### src/rtl/led_sched_pkg.sv
// Shared types and constants for the LED pattern scheduler: display modes,
// bounce direction and the pattern each mode starts from.
package led_sched_pkg;

  localparam int LED_W   = 8;
  localparam int SPEED_W = 2;

  typedef enum logic [1:0] {
    RUN_L  = 2'd0,
    RUN_R  = 2'd1,
    BOUNCE = 2'd2,
    BLINK  = 2'd3
  } mode_e;

  typedef enum logic {
    DIR_LEFT  = 1'b0,
    DIR_RIGHT = 1'b1
  } dir_e;

  localparam logic [LED_W-1:0] PAT_INIT_RUN_L  = 8'h01;
  localparam logic [LED_W-1:0] PAT_INIT_RUN_R  = 8'h80;
  localparam logic [LED_W-1:0] PAT_INIT_BOUNCE = 8'h01;
  localparam logic [LED_W-1:0] PAT_INIT_BLINK  = 8'hFF;

  localparam logic [LED_W-1:0] PAT_LSB = 8'h01;
  localparam logic [LED_W-1:0] PAT_MSB = 8'h80;

  function automatic logic [LED_W-1:0] initPattern(input mode_e mode);
    logic [LED_W-1:0] pat;
    case (mode)
      RUN_L:   pat = PAT_INIT_RUN_L;
      RUN_R:   pat = PAT_INIT_RUN_R;
      BOUNCE:  pat = PAT_INIT_BOUNCE;
      BLINK:   pat = PAT_INIT_BLINK;
      default: pat = PAT_INIT_RUN_L;
    endcase
    return pat;
  endfunction

  function automatic mode_e nextMode(input mode_e mode);
    mode_e nxt;
    case (mode)
      RUN_L:   nxt = RUN_R;
      RUN_R:   nxt = BOUNCE;
      BOUNCE:  nxt = BLINK;
      BLINK:   nxt = RUN_L;
      default: nxt = RUN_L;
    endcase
    return nxt;
  endfunction

endpackage

### src/rtl/btn_debounce.sv
// Push-button conditioner: two-flop synchronizer, stable-level debounce
// counter and a one-cycle pulse on each accepted press (release is silent).
module btn_debounce #(
  parameter int DEBOUNCE_CYC = 1_000_000
) (
  input  logic clk_i,
  input  logic rst_i,
  input  logic btn_i,
  output logic press_o
);

  localparam int CNT_W = (DEBOUNCE_CYC > 2) ? $clog2(DEBOUNCE_CYC) : 1;
  localparam logic [CNT_W-1:0] CNT_LAST = CNT_W'(DEBOUNCE_CYC - 1);

  logic             sync1_q;
  logic             sync2_q;
  logic             level_q;
  logic             level_d;
  logic             press_q;
  logic             press_d;
  logic [CNT_W-1:0] cnt_q;
  logic [CNT_W-1:0] cnt_d;

  // The counter only runs while the synchronized input disagrees with the
  // accepted level; the last disagreeing cycle flips the level.
  always_comb begin
    level_d = level_q;
    press_d = 1'b0;
    cnt_d   = '0;
    if (sync2_q != level_q) begin
      if (cnt_q == CNT_LAST) begin
        level_d = sync2_q;
        press_d = sync2_q;
      end else begin
        cnt_d = cnt_q + 1'b1;
      end
    end
  end

  always_ff @(posedge clk_i) begin
    if (rst_i) begin
      sync1_q <= 1'b0;
      sync2_q <= 1'b0;
      level_q <= 1'b0;
      press_q <= 1'b0;
      cnt_q   <= '0;
    end else begin
      sync1_q <= btn_i;
      sync2_q <= sync1_q;
      level_q <= level_d;
      press_q <= press_d;
      cnt_q   <= cnt_d;
    end
  end

  assign press_o = press_q;

endmodule

### src/rtl/led_pattern_scheduler.sv
// Eight-LED pattern sequencer: mode and speed buttons select one of four
// animations stepped by a programmable tick divider; LEDs are driven active-low.
module led_pattern_scheduler
  import led_sched_pkg::*;
#(
  parameter int CLK_HZ       = 50_000_000,
  parameter int TICK_DIV     = 10_000_000,
  parameter int DEBOUNCE_CYC = 1_000_000
) (
  input  logic               clk,
  input  logic               rst,
  input  logic               iBtnMode,
  input  logic               iBtnSpeed,
  output logic [LED_W-1:0]   oLED,
  output logic [1:0]         oMode,
  output logic [SPEED_W-1:0] oSpeed,
  output logic               oTick
);

  if (TICK_DIV < 16 || (TICK_DIV % 8) != 0 || TICK_DIV > CLK_HZ) begin : gBadTickDiv
    $error("led_pattern_scheduler: TICK_DIV must be >= 16, a multiple of 8 and <= CLK_HZ");
  end
  if (DEBOUNCE_CYC < 2 || DEBOUNCE_CYC > CLK_HZ) begin : gBadDebounce
    $error("led_pattern_scheduler: DEBOUNCE_CYC must be >= 2 and <= CLK_HZ");
  end

  localparam int TICK_W = $clog2(TICK_DIV);

  logic modePress;
  logic speedPress;
  logic anyPress;
  logic tickHit;

  mode_e              mode_q;
  mode_e              mode_d;
  dir_e               dir_q;
  dir_e               dir_d;
  logic [SPEED_W-1:0] speed_q;
  logic [SPEED_W-1:0] speed_d;
  logic [TICK_W-1:0]  tickCnt_q;
  logic [TICK_W-1:0]  tickCnt_d;
  logic [TICK_W-1:0]  periodLast;
  logic [LED_W-1:0]   pat_q;
  logic [LED_W-1:0]   pat_d;

  btn_debounce #(
    .DEBOUNCE_CYC(DEBOUNCE_CYC)
  ) uModeBtn (
    .clk_i  (clk),
    .rst_i  (rst),
    .btn_i  (iBtnMode),
    .press_o(modePress)
  );

  btn_debounce #(
    .DEBOUNCE_CYC(DEBOUNCE_CYC)
  ) uSpeedBtn (
    .clk_i  (clk),
    .rst_i  (rst),
    .btn_i  (iBtnSpeed),
    .press_o(speedPress)
  );

  assign anyPress = modePress | speedPress;

  // Each speed step halves the period; any press restarts the count so the
  // next step is always a full period after the press.
  always_comb begin
    periodLast = TICK_W'((TICK_DIV >> speed_q) - 1);
    tickHit    = (tickCnt_q == periodLast);
    tickCnt_d  = tickCnt_q + 1'b1;
    if (anyPress || tickHit) begin
      tickCnt_d = '0;
    end
  end

  always_comb begin
    mode_d  = mode_q;
    speed_d = speed_q;
    if (modePress) begin
      mode_d = nextMode(mode_q);
    end
    if (speedPress) begin
      speed_d = speed_q + 1'b1;
    end
  end

  // A press in the same cycle as a tick suppresses that step.
  always_comb begin
    pat_d = pat_q;
    dir_d = dir_q;
    if (modePress) begin
      pat_d = initPattern(mode_d);
      dir_d = DIR_LEFT;
    end else if (tickHit && !speedPress) begin
      case (mode_q)
        RUN_L: pat_d = {pat_q[LED_W-2:0], pat_q[LED_W-1]};
        RUN_R: pat_d = {pat_q[0], pat_q[LED_W-1:1]};
        BOUNCE: begin
          if (dir_q == DIR_LEFT) begin
            if (pat_q == PAT_MSB) begin
              pat_d = PAT_MSB >> 1;
              dir_d = DIR_RIGHT;
            end else begin
              pat_d = pat_q << 1;
            end
          end else begin
            if (pat_q == PAT_LSB) begin
              pat_d = PAT_LSB << 1;
              dir_d = DIR_LEFT;
            end else begin
              pat_d = pat_q >> 1;
            end
          end
        end
        BLINK:   pat_d = ~pat_q;
        default: pat_d = pat_q;
      endcase
    end
  end

  always_ff @(posedge clk) begin
    if (rst) begin
      mode_q    <= RUN_L;
      dir_q     <= DIR_LEFT;
      speed_q   <= '0;
      tickCnt_q <= '0;
      pat_q     <= PAT_INIT_RUN_L;
    end else begin
      mode_q    <= mode_d;
      dir_q     <= dir_d;
      speed_q   <= speed_d;
      tickCnt_q <= tickCnt_d;
      pat_q     <= pat_d;
    end
  end

  assign oLED   = ~pat_q;
  assign oMode  = mode_q;
  assign oSpeed = speed_q;
  assign oTick  = tickHit;

endmodule
### config.mk
export PLATFORM = sky130hd
export DESIGN_NAME = led_pattern_scheduler
export DESIGN_NICKNAME = d
export VERILOG_FILES = /design/src/rtl/led_sched_pkg.sv /design/src/rtl/btn_debounce.sv /design/src/rtl/led_pattern_scheduler.sv
export SDC_FILE = /design/constraint.sdc
export NUM_CORES = 1
export LEC_CHECK = 0
export CAP_MARGIN = 20
export CORE_MARGIN = 10
export CORE_UTILIZATION = 45
export DETAILED_ROUTE_END_ITERATION = 10
export GPL_ROUTABILITY_DRIVEN = 0
export MAX_ROUTING_LAYER = met4
export SETUP_SLACK_MARGIN = 0.05
export SLEW_MARGIN = 20
export SYNTH_ARGS = -nofsm -noshare
export SYNTH_HDL_FRONTEND = slang
export SYNTH_SLANG_ARGS = --single-unit
### constraint.sdc
create_clock -name clk -period 2.5 [get_ports clk]
set_input_delay 0.5 -clock clk [delete_from_list [all_inputs] [get_ports clk]]
set_output_delay 0.5 -clock clk [all_outputs]
set_load 0.1 [all_outputs]
### Word level (Yosys, flattened, before mapping)

Cells that the tools add are included.

* input bits: 4
* word-level logic and storage cells: 68
* bits in registers: 85
* output and inout bits: 13

* multiplexer cells: 12
* shift-type cells: 1
* eq/ne operators: 13
* bitwise gates (word level): 6
* reduce and logical (&&, ||, !) cells: 16
* add/subtract/negate cells: 5

Operators by type and width (count)
* $add A20 B1 Y20 const B: 2
* $eq A20 B20 Y1 const B: 2
* $mux W8: 4
* $pmux W8 S4: 1
* $add A24 B1 Y24 const B: 1
* $eq A24 B24 Y1: 1
* $pmux W8 S3: 1
* $shr A24 B2 Y24 const A: 1
* $sub A24 B2 Y24 const B: 1
* $reduce_or A3 Y1: 4
* $eq A2 B2 Y1 const B: 4
* $eq A8 B1 Y1 const B: 1
* $eq A8 B8 Y1 const B: 1
* $not A8 Y8: 1
* $pmux W2 S4: 1
* $mux W7: 1
* $reduce_and A2 Y1: 3
* $reduce_or A2 Y1: 3
* $eq A2 B1 Y1 const B: 2
* $logic_not A2 Y1: 2
* $not A1 Y1: 4
* $mux W1: 3
* $add A2 B1 Y2 const B: 1
* $mux W2: 1
* other kinds (6): 7

### Longest topological paths before layout

* word-level depth: 7
* mapped depth: 8

### Modules after synthesis

Synthesis repeated with hierarchy kept, for this count alone.

* cells, all modules: 499
* area, all modules: 4331.7 µm²

By module, submodules not included
* led_pattern_scheduler: instances 1, cells each 253, seq. area each 740.7 µm², area each 2172.1 µm²
* btn_debounce: instances 2, cells each 123, seq. area each 480.5 µm², area each 1079.8 µm²

### Least setup slack after synthesis

Ideal clock, no wire load.

* path kind: register to output
* start: reg speed_q[0], in the netlist oSpeed[0]
* end: out oTick
* data arrival time: 3121 ps
* setup slack: -1121 ps
* stages on the path, launching flop included: 8
* cell sequence: dfxtp_1 > inv_1 > ha_1 > xor2_1 > or4_4 > a2111oi_4 > buf_6 > and2_2

* cells in the longest elaborated chain, start to end: 3

Ends and longest elaborated chain
* start: declaration: line led_pattern_scheduler.sv:38 `logic [SPEED_W-1:0] speed_q;`
* start signal: assignment: line led_pattern_scheduler.sv:132 `speed_q <= speed_d;`
* $shr A24 B2 Y24: line led_pattern_scheduler.sv:69 `periodLast = TICK_W'((TICK_DIV >> speed_q) - 1);`
* $sub A24 B2 Y24: line led_pattern_scheduler.sv:69
* $eq A24 B24 Y1: line led_pattern_scheduler.sv:70 `tickHit = (tickCnt_q == periodLast);`
* end: declaration: line led_pattern_scheduler.sv:17 `output logic oTick`

Every way passes these cells.

### Final worst setup path

Same ends and word-level chain as after synthesis.

==> flow_summary.json <==
{
  "cts_inserted_buffers": 9,
  "clock.fmax_ghz": 0.373,
  "clock_skew_ps": 10.3,
  "grt_pass1_vias": 3136,
  "areaGrowthSynthToFinish_pct": 11.9,
  "run_status": "finished with violations",
  "detailedRoute.firstPassIterationCount": 4,
  "cts-hold-fix-buffers": 0,
  "synth_commonest_cells": "sky130_fd_sc_hd__nor2_1, sky130_fd_sc_hd__dfxtp_1, sky130_fd_sc_hd__xnor2_1",
  "synth_seq_area_share_pct": 40.3,
  "synth.lib_cells_used.distinct": 54,
  "initialDrtViolationCount": 252,
  "crit_path_end_kind": "primary output",
  "yosys.area_share.adder_pct": 3.55,
  "wirelength_mm": 8.27,
  "synthSimpleGateAreaFrac_pct": 26.4,
  "synth_edf_count": 0,
  "main_combinational_cell_family_by_area_after_synthesis": "simple AND/OR/NAND/NOR gates",
  "synthTopCellsByArea": "sky130_fd_sc_hd__dfxtp_1, sky130_fd_sc_hd__nor2_1, sky130_fd_sc_hd__xnor2_1",
  "rsz0062_at_grt": "true",
  "max_slew_margin_pct": 55.0,
  "worst_setup_path_start_kind": "register",
  "cap_viol_max_count": 0,
  "worstHoldPathType": "reg -> reg",
  "netlist.top_cell.by_area": "sky130_fd_sc_hd__dfxtp_1",
  "ioPinCount": 17,
  "synth_xor_area_share_pct": 13.7,
  "failing_checks": "negative setup slack",
  "post_synthesis_async_set_or_reset_flop_share_pct": 0,
  "dieWidth_um": 117,
  "final_antenna_net_count": 0,
  "finalSetupViolCount": 1,
  "routed_wire_length_per_instance_um": 13.5,
  "tritoncts_num_sinks": 85,
  "nets": 514,
  "syn-instance-count": 477,
  "die_h_um": 117,
  "syn-num-nets": 493,
  "yosys_warnings": 0,
  "cellLeakagePower_nw": 1.63,
  "fin_tns_setup_ps": -183,
  "antenna_violations_before_repair": 0,
  "core-area_sq_um": 9200,
  "clock_tree.htree_level_count": 3,
  "final-instance-count-excl-fill": 614,
  "hold_viol": 0,
  "place_hpwl_mm": 5.96,
  "grt_start_max_net_pins": 25,
  "post-synth-top-count-cell": "sky130_fd_sc_hd__nor2_1",
  "power_density_nw_per_um2": 511,
  "synth.area.mux_share_pct": 0.947,
  "final_min_period_over_clock_period_pct": 107,
  "floorplan.initialDensity_pct": 46.0,
  "grt_pass1_wl_mm": 14.3,
  "clk_path_buf_depth": 2,
  "cp.required_ps": 2000,
  "placementRows": 35,
  "num_antenna_cells": 0,
  "synth_compound_area_share_pct": 11.0,
  "tritoncts_clock_tree": "built",
  "finalWorstSetupSlack_ps": -183,
  "clk_pin_slew_worst_paths_ps": 90,
  "layout-drive-gt1-share_pct": 12.7,
  "max_fanout_on_critical_path": 3,
  "post-route-drc-count": 0,
  "synth_largest_type_area_fraction_pct": 40.3,
  "synth_flop_cell": "sky130_fd_sc_hd__dfxtp_1",
  "die-area_sq_um": 13700,
  "criticalPathCategory": "reg -> out",
  "vdd_ir_drop_max_mv": 0.343,
  "post_synth.cell_area_avg_sq_um": 8.86,
  "synth_area_sq_um": 4230,
  "gr-total-overflow": 0,
  "clk_root_buffer_cell": "sky130_fd_sc_hd__clkbuf_8",
  "crit_arrival_ps": 2180,
  "route.detailed.vias_per_inst": 5.42,
  "tightest_slew_ps": 674,
  "grt.total_usage_pct": 12.9,
  "report.final.slew_viol_count": 0,
  "layout_min_cycle_time_ps": 2680,
  "synth_seq_cells": 85,
  "num-fill-cells": 845,
  "number_of_placed_cells_counting_well_taps": 596,
  "vias": 3325,
  "clk-insertion-delay-late_ps": 350,
  "buffer_ports.inserted": 16
}
-- registers in the layout, summed over array words and instances, names as in the netlist --
| register | flops |
|---|---|
| uModeBtn.level_q | 1 |
| uModeBtn.sync1_q | 1 |
| uModeBtn.sync2_q | 1 |
| uSpeedBtn.press_o | 1 |
| uModeBtn.cnt_q | 20 |
| pat_q | 8 |
| uSpeedBtn.sync2_q | 1 |
| tickCnt_q | 24 |
| uModeBtn.press_o | 1 |
| dir_q | 1 |
| oMode | 2 |
| oSpeed | 2 |
| uSpeedBtn.level_q | 1 |
| uSpeedBtn.cnt_q | 20 |
| uSpeedBtn.sync1_q | 1 |
-- per-stage QoR --
stage          power [mW]  area [sq um]  setup WS (ps)  hold slack (ps)  utilization, %
6_report             2.42          4730           -183              444            51.4
5_1_grt              2.51          4730           -277              469            51.4
3_3_place_gp         1.44          4500            143              423            48.9
4_1_cts              2.46          4730           -207              448            51.4
3_5_place_dp         1.44          4500           72.8              433            48.9
2_1_floorplan        1.42          4250           -221              413               -
-- critical path, stage by stage, from the launching register on --
cell and delay, ps:
sky130_fd_sc_hd__dfxtp_4 370, sky130_fd_sc_hd__inv_4 50, sky130_fd_sc_hd__ha_4 150, sky130_fd_sc_hd__xor2_1 130, sky130_fd_sc_hd__or4_4 430, sky130_fd_sc_hd__a2111oi_4 330, sky130_fd_sc_hd__and2_4 210, sky130_fd_sc_hd__buf_12 170
-- final timing paths --
| kind | end | cells past startpoint | slack (ps) | from |
|---|---|---|---|---|
| worst min-delay path | uModeBtn.cnt_q[0] | 1 | 440 | uModeBtn.cnt_q[0] |
| worst min register to register | uModeBtn.cnt_q[0] | 1 | 440 | uModeBtn.cnt_q[0] |
| worst max register to register | tickCnt_q[19] | 8 | 120 | oSpeed[0] |
| worst max-delay path | oTick | 7 | -180 | oSpeed[0] |
-- report_power, final --
| part | leakage (nW) | internal [mW] | switching [mW] |
|---|---|---|---|
| registers | 0.688 | 1.36 | 0.00565 |
| logic | 0.837 | 0.0156 | 0.0242 |
| clock network | 0.104 | 0.479 | 0.534 |
| total | 1.63 | 1.85 | 0.564 |
-- cell families after synthesis --
group / Yosys count
compound gates: 53
xor+xnor: 66
fa+ha+maj: 12
buf+inv: 37
flops: 85
mux: 4
simple gates: 220
-- timing repair --
item / in CTS / in global routing
gates resized for setup: 1 / 0
endpoints found under the setup margin: 1 / 25
buffers inserted: 2 / 0
pin swaps: 1 / 0
-- metal layers --
layer  vias up  track usage [%]  wire (um)
li1       1703                -          -
met1      1568             16.5       4180
met2        46             20.3       3800
met3         8             2.65        211
met4         0             3.62         73
met5         -                -          0
-- cell type report --
cell class,count,area [sq um],share of cell area [%]
inverters,21,81.3,1.72
clock inverters,7,82.6,1.75
well taps,111,139,2.94
clock buffers,9,124,2.62
multi-input cells,355,2380,50.3
repair buffers,26,215,4.55
flip-flops and latches,85,1710,36.2
-- cell usage in the layout (no fill, tap or decap), types with 4 or more instances in the layout --
cell and instances:
sky130_fd_sc_hd__nor2_1 91, sky130_fd_sc_hd__dfxtp_1 82, sky130_fd_sc_hd__xnor2_1 37, sky130_fd_sc_hd__xor2_1 29, sky130_fd_sc_hd__nand3_1 22, sky130_fd_sc_hd__buf_4 22, sky130_fd_sc_hd__nand2_1 21, sky130_fd_sc_hd__inv_1 20
sky130_fd_sc_hd__nand4_1 12, sky130_fd_sc_hd__nor3_1 11, sky130_fd_sc_hd__ha_1 10, sky130_fd_sc_hd__and3_1 9, sky130_fd_sc_hd__clkbuf_8 9, sky130_fd_sc_hd__nor4_1 8, sky130_fd_sc_hd__and2_1 8, sky130_fd_sc_hd__and4_1 8
sky130_fd_sc_hd__nor2b_1 7, sky130_fd_sc_hd__a22oi_1 7, sky130_fd_sc_hd__a211oi_1 7, sky130_fd_sc_hd__o21ai_0 6, sky130_fd_sc_hd__a211oi_2 6, sky130_fd_sc_hd__o221a_2 4, sky130_fd_sc_hd__o211a_1 4, sky130_fd_sc_hd__mux2i_1 4
sky130_fd_sc_hd__or3_1 4
Power figures use the tool's default switching activity.
